$ cat src/rtl/audio_sample_feeder.sv
// Stereo sample FIFO between demodulator and I2S driver; output words updated on FRAME_REQ.
// Latency: the popped word appears on DATA_L/DATA_R on the same edge that sees FRAME_REQ; the I2S driver consumes it one frame later.
// Backpressure: IN_READY low only when full; an empty FIFO in RUN flags sticky UNDERRUN and refills. Option: FEEDER_MUTE_ON_UNDERRUN_EN.
module audio_sample_feeder #(
    parameter int BUS_WIDTH  = 16,
    parameter int DEPTH_LOG2 = 4,
    parameter int PREFILL    = 8
) (
    input  logic                  CLK,
    input  logic                  RST,
    input  logic [0:BUS_WIDTH-1]  IN_L,
    input  logic [0:BUS_WIDTH-1]  IN_R,
    input  logic                  IN_VALID,
    output logic                  IN_READY,
    input  logic                  FRAME_REQ,
    output logic [0:BUS_WIDTH-1]  DATA_L,
    output logic [0:BUS_WIDTH-1]  DATA_R,
    output logic [DEPTH_LOG2:0]   LEVEL,
    output logic                  UNDERRUN
);

    localparam int DEPTH = 1 << DEPTH_LOG2;
    localparam logic [DEPTH_LOG2:0] FULL_LVL    = {1'b1, {DEPTH_LOG2{1'b0}}};
    localparam logic [DEPTH_LOG2:0] PREFILL_LVL = (DEPTH_LOG2 + 1)'(PREFILL);

    typedef enum logic {
        ST_FILL = 1'b0,
        ST_RUN  = 1'b1
    } state_t;

    state_t                 state;
    logic [DEPTH_LOG2-1:0]  wr_ptr;
    logic [DEPTH_LOG2-1:0]  rd_ptr;
    logic [0:BUS_WIDTH-1]   mem_l [DEPTH];
    logic [0:BUS_WIDTH-1]   mem_r [DEPTH];
    logic                   push_vld;
    logic                   pop_vld;
    logic                   level_zero;

    assign IN_READY   = (LEVEL != FULL_LVL);
    assign level_zero = (LEVEL == '0);
    assign push_vld   = IN_VALID & IN_READY;
    // Pop only reads registered LEVEL, so a same-cycle push into an empty FIFO is never bypassed.
    assign pop_vld    = (state == ST_RUN) & FRAME_REQ & ~level_zero;

    // Storage is left uninitialised on reset; pointers and LEVEL alone define validity.
    always_ff @(posedge CLK) begin
        if (push_vld) begin
            mem_l[wr_ptr] <= IN_L;
            mem_r[wr_ptr] <= IN_R;
        end
    end

    always_ff @(posedge CLK) begin
        if (RST) begin
            state    <= ST_FILL;
            wr_ptr   <= '0;
            rd_ptr   <= '0;
            LEVEL    <= '0;
            DATA_L   <= '0;
            DATA_R   <= '0;
            UNDERRUN <= 1'b0;
        end else begin
            if (push_vld) begin
                wr_ptr <= wr_ptr + 1'b1;
            end
            if (pop_vld) begin
                rd_ptr <= rd_ptr + 1'b1;
            end
            LEVEL <= LEVEL + (DEPTH_LOG2 + 1)'(push_vld) - (DEPTH_LOG2 + 1)'(pop_vld);

            case (state)
                ST_FILL: begin
                    if (FRAME_REQ) begin
                        DATA_L <= '0;
                        DATA_R <= '0;
                    end
                    if (LEVEL >= PREFILL_LVL) begin
                        state <= ST_RUN;
                    end
                end
                ST_RUN: begin
                    if (FRAME_REQ) begin
                        if (!level_zero) begin
                            DATA_L <= mem_l[rd_ptr];
                            DATA_R <= mem_r[rd_ptr];
                        end else begin
                            UNDERRUN <= 1'b1;
                            state    <= ST_FILL;
`ifdef FEEDER_MUTE_ON_UNDERRUN_EN
                            DATA_L   <= '0;
                            DATA_R   <= '0;
`endif
                        end
                    end
                end
                default: state <= ST_FILL;
            endcase
        end
    end

endmodule

$ cat config.mk
export PLATFORM = sky130hd
export DESIGN_NAME = audio_sample_feeder
export DESIGN_NICKNAME = d
export VERILOG_FILES = /design/src/rtl/audio_sample_feeder.sv
export SDC_FILE = /design/constraint.sdc
export NUM_CORES = 1
export LEC_CHECK = 0
export CAP_MARGIN = 0
export CORE_ASPECT_RATIO = 0.75
export CORE_MARGIN = 3
export CORE_UTILIZATION = 42
export CTS_CLUSTER_SIZE = 24
export DETAILED_ROUTE_END_ITERATION = 12
export PLACE_DENSITY = 0.59
export SLEW_MARGIN = 10
export SYNTH_ARGS = -nofsm -noshare
export SYNTH_HDL_FRONTEND = slang
export SYNTH_SLANG_ARGS = --single-unit
$ cat constraint.sdc
create_clock -name CLK -period 4.1 [get_ports CLK]
set_clock_uncertainty 0.1 [all_clocks]
set_input_delay 1.23 -clock CLK [delete_from_list [all_inputs] [get_ports CLK]]
set_output_delay 1.23 -clock CLK [all_outputs]
set_load 0.01 [all_outputs]
==> results.json, run 1 <==
{
  "status": "completed",
  "die_area_um2": 53580,
  "drt_iter0_drc": 860,
  "yosys_most_used_dff": "edfxtp_1",
  "viasPerCell": 5.482,
  "gp_congestion": 0.7028,
  "rr_worst_depth": 12,
  "ctsRootBufferMaster": "clkbuf_16",
  "drv_slew": 0,
  "holdBufCountCts": 0,
  "crit_type": "flop to primary output",
  "cts_tree": "built",
  "setup_violations": 0,
  "finalNetCount": 1139,
  "cp-start-kind": "flop",
  "endpoint_kind": "primary output",
  "worstPathMaxFanout": 5,
  "max-slew-margin-rel_pct": 47.23,
  "clk_latency_ps": 580,
  "rr_endpoint": "LEVEL[4]$_SDFF_PP0_",
  "fp.dieH_um": 201.2,
  "cts_buffers": 53,
  "ctsResizeCount": 0,
  "start_util_pct": 43.13,
  "holdWs_ps": 386.9,
  "cts.sinks": 563,
  "rsz0062_at_grt": "false",
  "drc": 0,
  "maxCapViolCount": 0,
  "synth-seq-cells": 563,
  "finalCritPeriodShare_pct": 84.61,
  "hold_end": "UNDERRUN$_SDFFE_PP0P_",
  "area_growth_pct": 16.85,
  "syn_area_um2": 21340,
  "synth_top_cell_area_share_pct": 72.05,
  "drtAntennaViolNets": 0,
  "ys_async_sr_fraction_pct": 0,
  "synth-edff-count": 512,
  "hold_viol": 0,
  "wire_per_inst_um": 24.90,
  "clockBufferDepth": 3,
  "netlist_top_cells_count": "edfxtp_1, mux4_2, nor2_1, dfxtp_1",
  "grt_antenna_before_repair": 3,
  "worst_path_largest_cell_delay_ps": 600,
  "p_per_area_nw_per_um2": 527.8,
  "path_cells": "inv_1 > ha_1 > nand4bb_1 > clkdlybuf4s50_1",
  "wl_met1_um": 20600,
  "grt-ovfl-total": 0,
  "met3_wirelength_um": 2152,
  "synth_nets": 1021,
  "die-width_um": 266.3,
  "final_cell_area_um2": 24940,
  "period_needed_ps": 3469,
  "dr.pass1.iters": 5,
  "met2WireLength_um": 20920,
  "ir_drop_v": 0.0003528,
  "fillers": 3881,
  "coreArea_um2": 49490,
  "routed_wl_um": 44390,
  "clk_pin_slew_ps": 60,
  "avgSynthCellArea_um2": 21.96,
  "synthCells": 972,
  "critPathRequiredTime_ps": 2770,
  "synth_top_cell_by_area": "edfxtp_1",
  "grt_pass1_wl_um": 67770,
  "grt_pass1_vias": 10430,
  "hpwl_um": 24310,
  "postCtsSetupBuffers": 0,
  "final-seq-area_um2": 16410,
  "worst_path_max_delay_cell": "clkdlybuf4s50_1",
  "worst-r2r-setup-slack_ps": 1220,
  "htreeDepth": 2,
  "fp-row-count": 70,
  "ios": 75,
  "drive_gt1_share_pct": 26.46,
  "multi_input_area_um2": 4772,
  "hold_path_class": "flop to flop",
  "worstPathArrival_ps": 2140,
  "vias": 9775,
  "p_leak_uw": 0.007648,
  "fin_setup_tns_ps": 0,
  "worst-slew-pin-transition_ps": 791.5,
  "placed_area_um2": 23210,
  "dr.max_layer_used": "met5",
  "grt_usage_pct": 16.94,
  "seq_area_frac_synth_pct": 76.83,
  "yosys_warnings": 0,
  "max_freq_mhz": 288.3,
  "worstHoldStart": "UNDERRUN$_SDFFE_PP0P_",
  "numPortBuffers": 74,
  "synthTopCellsByArea": "edfxtp_1, mux4_2, dfxtp_1",
  "hold_path_depth": 2,
  "reg2reg_from": "LEVEL[3]$_SDFF_PP0_",
  "yosysUniqueCellTypes": 34,
  "grt_max_degree": 65,
  "synth_most_common_cell": "edfxtp_1"
}
[cell families after synthesis]
| logic type | share of synthesized area, % |
|---|---|
| simple gates | 1.935 |
| flops | 76.83 |
| xor+xnor | 0.3694 |
| mux | 16.70 |
| fa+ha+maj | 0.7974 |
| buf+inv | 1.530 |
| compound gates | 1.841 |
[sequential cells by signal, summed over array words and instances, names as in the netlist, named ones only]
name / cells
UNDERRUN: 1
mem_l: 256
state: 1
DATA_L: 16
DATA_R: 16
LEVEL: 5
rd_ptr: 4
wr_ptr: 4
mem_r: 256
[per-stage QoR]
| step | cells | setup slack (ps) | power [uW] | util (%) |
|---|---|---|---|---|
| after floorplan | 972 | 550.9 | 7936 | - |
| after global placement | 1683 | 307.5 | 8472 | 46.90 |
| after detailed placement | 1683 | 235.9 | 8496 | 46.90 |
| after CTS | 1782 | 524.7 | 13350 | 50.39 |
| after global routing | 1782 | 465.0 | 13720 | 50.39 |
| final | 1783 | 631.0 | 13160 | 50.39 |
[layout by cell type, fill, tap and decap left out, types with 2 or more instances in the layout]
cell             netlist  layout
edfxtp_1             512     512
mux4_2               128     128
clkdlybuf4s50_1        0      74
clkbuf_16              0      54
dfxtp_1               51      48
nor2_1                58      46
mux2_2                32      32
mux2i_1               32      32
a221o_1               32      32
buf_4                  0      27
clkbuf_1              21      14
nor2_4                 0      12
ha_1                  12      12
buf_12                 0      12
nand2_1               11      11
clkinv_2               0      11
inv_1                  9       9
a21oi_1                8       7
clkinv_1               0       7
xnor2_1                6       6
clkbuf_8               0       5
nand2b_1               4       4
nor3_4                 0       4
bufinv_16              0       4
nand3_1                3       3
xor2_1                 3       3
dfxtp_4                0       3
o21ai_0                2       2
nor3_1                 6       2
[power breakdown]
group          internal, uW  total (uW)  switching, uW
combinational           873        1690            820
sequential             6500        6630            137
clock                  2770        4830           2060
total                 10100       13200           3020
[worst max-delay path by stage]
stage / start / depth (start not counted) / end / slack [ps]
after floorplan: IN_VALID / 4 / mem_l[4][0]$_DFFE_PP_ / 550
after global placement: FRAME_REQ / 11 / LEVEL[4]$_SDFF_PP0_ / 310
after detailed placement: FRAME_REQ / 11 / LEVEL[4]$_SDFF_PP0_ / 240
after CTS: LEVEL[2]$_SDFF_PP0_ / 4 / IN_READY / 520
after global routing: LEVEL[2]$_SDFF_PP0_ / 4 / IN_READY / 460
final: LEVEL[2]$_SDFF_PP0_ / 4 / IN_READY / 630
[area by class of cell]
class | count | share of cell area (%)
Tap cell | 648 | 3.251
Multi-Input combinational cell | 350 | 19.14
Clock inverter | 26 | 1.019
Inverter | 9 | 0.1355
Clock buffer | 73 | 5.906
Antenna cell | 1 | 0.01004
Timing Repair Buffer | 113 | 4.747
Sequential cell | 563 | 65.80
[critical path: cells and delay by family (launching register included)]
kind / cells / cell delay, ps
adder cells (fa/ha/maj): 1 / 230
buffers and inverters: 2 / 700
flip-flops: 1 / 370
AND/OR/NAND/NOR: 1 / 270
[layer usage]
| metal | vias up | GRT usage (%) |
|---|---|---|
| met4 | 4 | 3.855 |
| met3 | 49 | 3.289 |
| met1 | 5244 | 24.97 |
| met2 | 190 | 26.36 |
| met5 | - | 0 |
| li1 | 4288 | - |
Note: power is estimated with default switching activity, not from simulation.
==> inputs of run 2 (changes only) <==
==> constraint.sdc (replaced) <==
create_clock -name CLK -period 2.85 [get_ports CLK]
set_clock_uncertainty 0.1 [all_clocks]
set_input_delay 0.855 -clock CLK [delete_from_list [all_inputs] [get_ports CLK]]
set_output_delay 0.855 -clock CLK [all_outputs]
set_load 0.01 [all_outputs]
==> run 2 against run 1 <==
- combinational power grew 56%
- wire length decreased by 1.8%
- flip-flop and latch count unchanged
- non-clock buffer count grew 32
- critical endpoint unchanged
- setup slack worse by 530 ps
- sequential power rose by 44%
==> results.json, run 2 (synthesis results as in run 1) <==
{
  "clk_latency_ps": 600,
  "placed_area_um2": 23750,
  "hpwl_um": 26210,
  "fp-row-count": 70,
  "wire_per_inst_um": 23.97,
  "max_freq_mhz": 363.2,
  "worstPathArrival_ps": 1800,
  "period_needed_ps": 2753,
  "drv_slew": 0,
  "area_growth_pct": 19.16,
  "grt-ovfl-total": 0,
  "dr.pass1.iters": 5,
  "htreeDepth": 2,
  "hold_viol": 0,
  "viasPerCell": 5.431,
  "max-slew-margin-rel_pct": 57.87,
  "grt_max_degree": 84,
  "gp_congestion": 0.6879,
  "placed_cells": 1714,
  "rsz0062_at_grt": "false",
  "final_cell_area_um2": 25430,
  "fillers": 3869,
  "top_regs": "mem_l x256, mem_r x256",
  "grt_usage_pct": 16.58,
  "cts_buffers": 54,
  "cts.sinks": 563,
  "final_common_cell": "edfxtp_1",
  "clk_pin_slew_ps": 60,
  "grt_pass1_wl_um": 66870,
  "finalCritPeriodShare_pct": 96.61,
  "vias": 9873,
  "instances_no_fill": 1818,
  "start_util_pct": 43.13,
  "drt_iter0_drc": 784,
  "ctsRootBufferMaster": "clkbuf_16",
  "critPathRequiredTime_ps": 1900,
  "p_leak_uw": 0.007840,
  "drtAntennaViolNets": 0,
  "finalNetCount": 1172,
  "holdBufCountCts": 0,
  "worstPathMaxFanout": 4,
  "die-width_um": 266.3,
  "cts_tree": "built",
  "ir_drop_v": 0.0004240,
  "grt_pass1_vias": 10420,
  "coreArea_um2": 49490,
  "endpoint_kind": "primary output",
  "ios": 75,
  "numPortBuffers": 74,
  "status": "completed",
  "drc": 0,
  "die_area_um2": 53580,
  "crit_type": "flop to primary output",
  "routed_wl_um": 43570,
  "grt_antenna_before_repair": 3,
  "worst-slew-pin-transition_ps": 629.9,
  "hold_path_class": "flop to flop",
  "fp.dieH_um": 201.2,
  "cp-start-kind": "flop",
  "maxCapViolCount": 0,
  "final_core_util_pct": 51.39,
  "setup_violations": 0,
  "drive_gt1_share_pct": 28.06,
  "clockBufferDepth": 3,
  "p_per_area_nw_per_um2": 743.1,
  "final_cell_mix": "edfxtp_1, mux4_2, clkdlybuf4s50_1, clkbuf_16, dfxtp_1"
}
## run 2: cell types whose count changed in the layout (fill, tap and decap cells not counted), moves of 2 or more
cell,previous run,this run
bufinv_16,4,2
clkinv_1,7,4
clkbuf_8,5,1
clkbuf_1,14,25
buf_4,27,34
buf_12,12,37
## run 2: path summary, 6_finish.rpt
path | startpoint | end | slack (ps) | depth (start not counted)
worst max-delay path | LEVEL[2]$_SDFF_PP0_ | IN_READY | 100 | 5
worst min register to register | UNDERRUN$_SDFFE_PP0P_ | UNDERRUN$_SDFFE_PP0P_ | 370 | 2
worst max register to register | LEVEL[2]$_SDFF_PP0_ | LEVEL[4]$_SDFF_PP0_ | 360 | 12
worst min-delay path | UNDERRUN$_SDFFE_PP0P_ | UNDERRUN$_SDFFE_PP0P_ | 370 | 2
## run 2: cell type report
cell class,instances,area (um^2),area share [%]
Antenna cell,1,2.502,0.009841
Clock buffer,80,1459,5.737
Clock inverter,22,207.7,0.8168
Inverter,9,33.78,0.1328
Multi-Input combinational cell,350,4772,18.77
Sequential cell,563,16410,64.52
Tap cell,648,810.8,3.188
Timing Repair Buffer,145,1737,6.829
## run 2: critical path, stage by stage, from the launching register on
cell	delay, ps
dfxtp_1	360
inv_1	100
ha_1	230
nand4bb_1	130
buf_4	170
clkdlybuf4s15_1	240
## run 2: where the power goes
group	internal, uW	switching (uW)	total (uW)
Combinational	1420	1210	2630
Sequential	9350	196	9540
Clock	3760	2970	6730
## run 2: per-stage QoR
| stage | worst slack, ps | hold WS, ps | TNS, ps | total power [uW] |
|---|---|---|---|---|
| 2_1_floorplan | -410.3 | 377.2 | -160380 | 11420 |
| 3_5_place_dp | -220.7 | 360.4 | -2285 | 12400 |
| 4_1_cts | 12.32 | 376.8 | 0 | 19150 |
| 6_report | 96.68 | 371.2 | 0 | 18900 |
| 5_1_grt | 9.101 | 401.0 | 0 | 19720 |
| 3_3_place_gp | -244.3 | 362.1 | -1494 | 12380 |
## run 2: repair_timing
item                       CTS  global route
buffers inserted             0             1
gates resized for setup      1             2
setup endpoints to repair    1             3
## run 2: per-layer routing
layer  global-route usage (%)  share of wire (%)  routed length, um  vias to the layer above
met3                    3.435                4.8               2106                       62
li1                         -                  -                  -                     4354
met4                    3.679                1.6                684                        4
met1                    24.27                 47              20360                     5262
met5                        0              0.078                 34                        -
met2                    25.84                 47              20380                      191
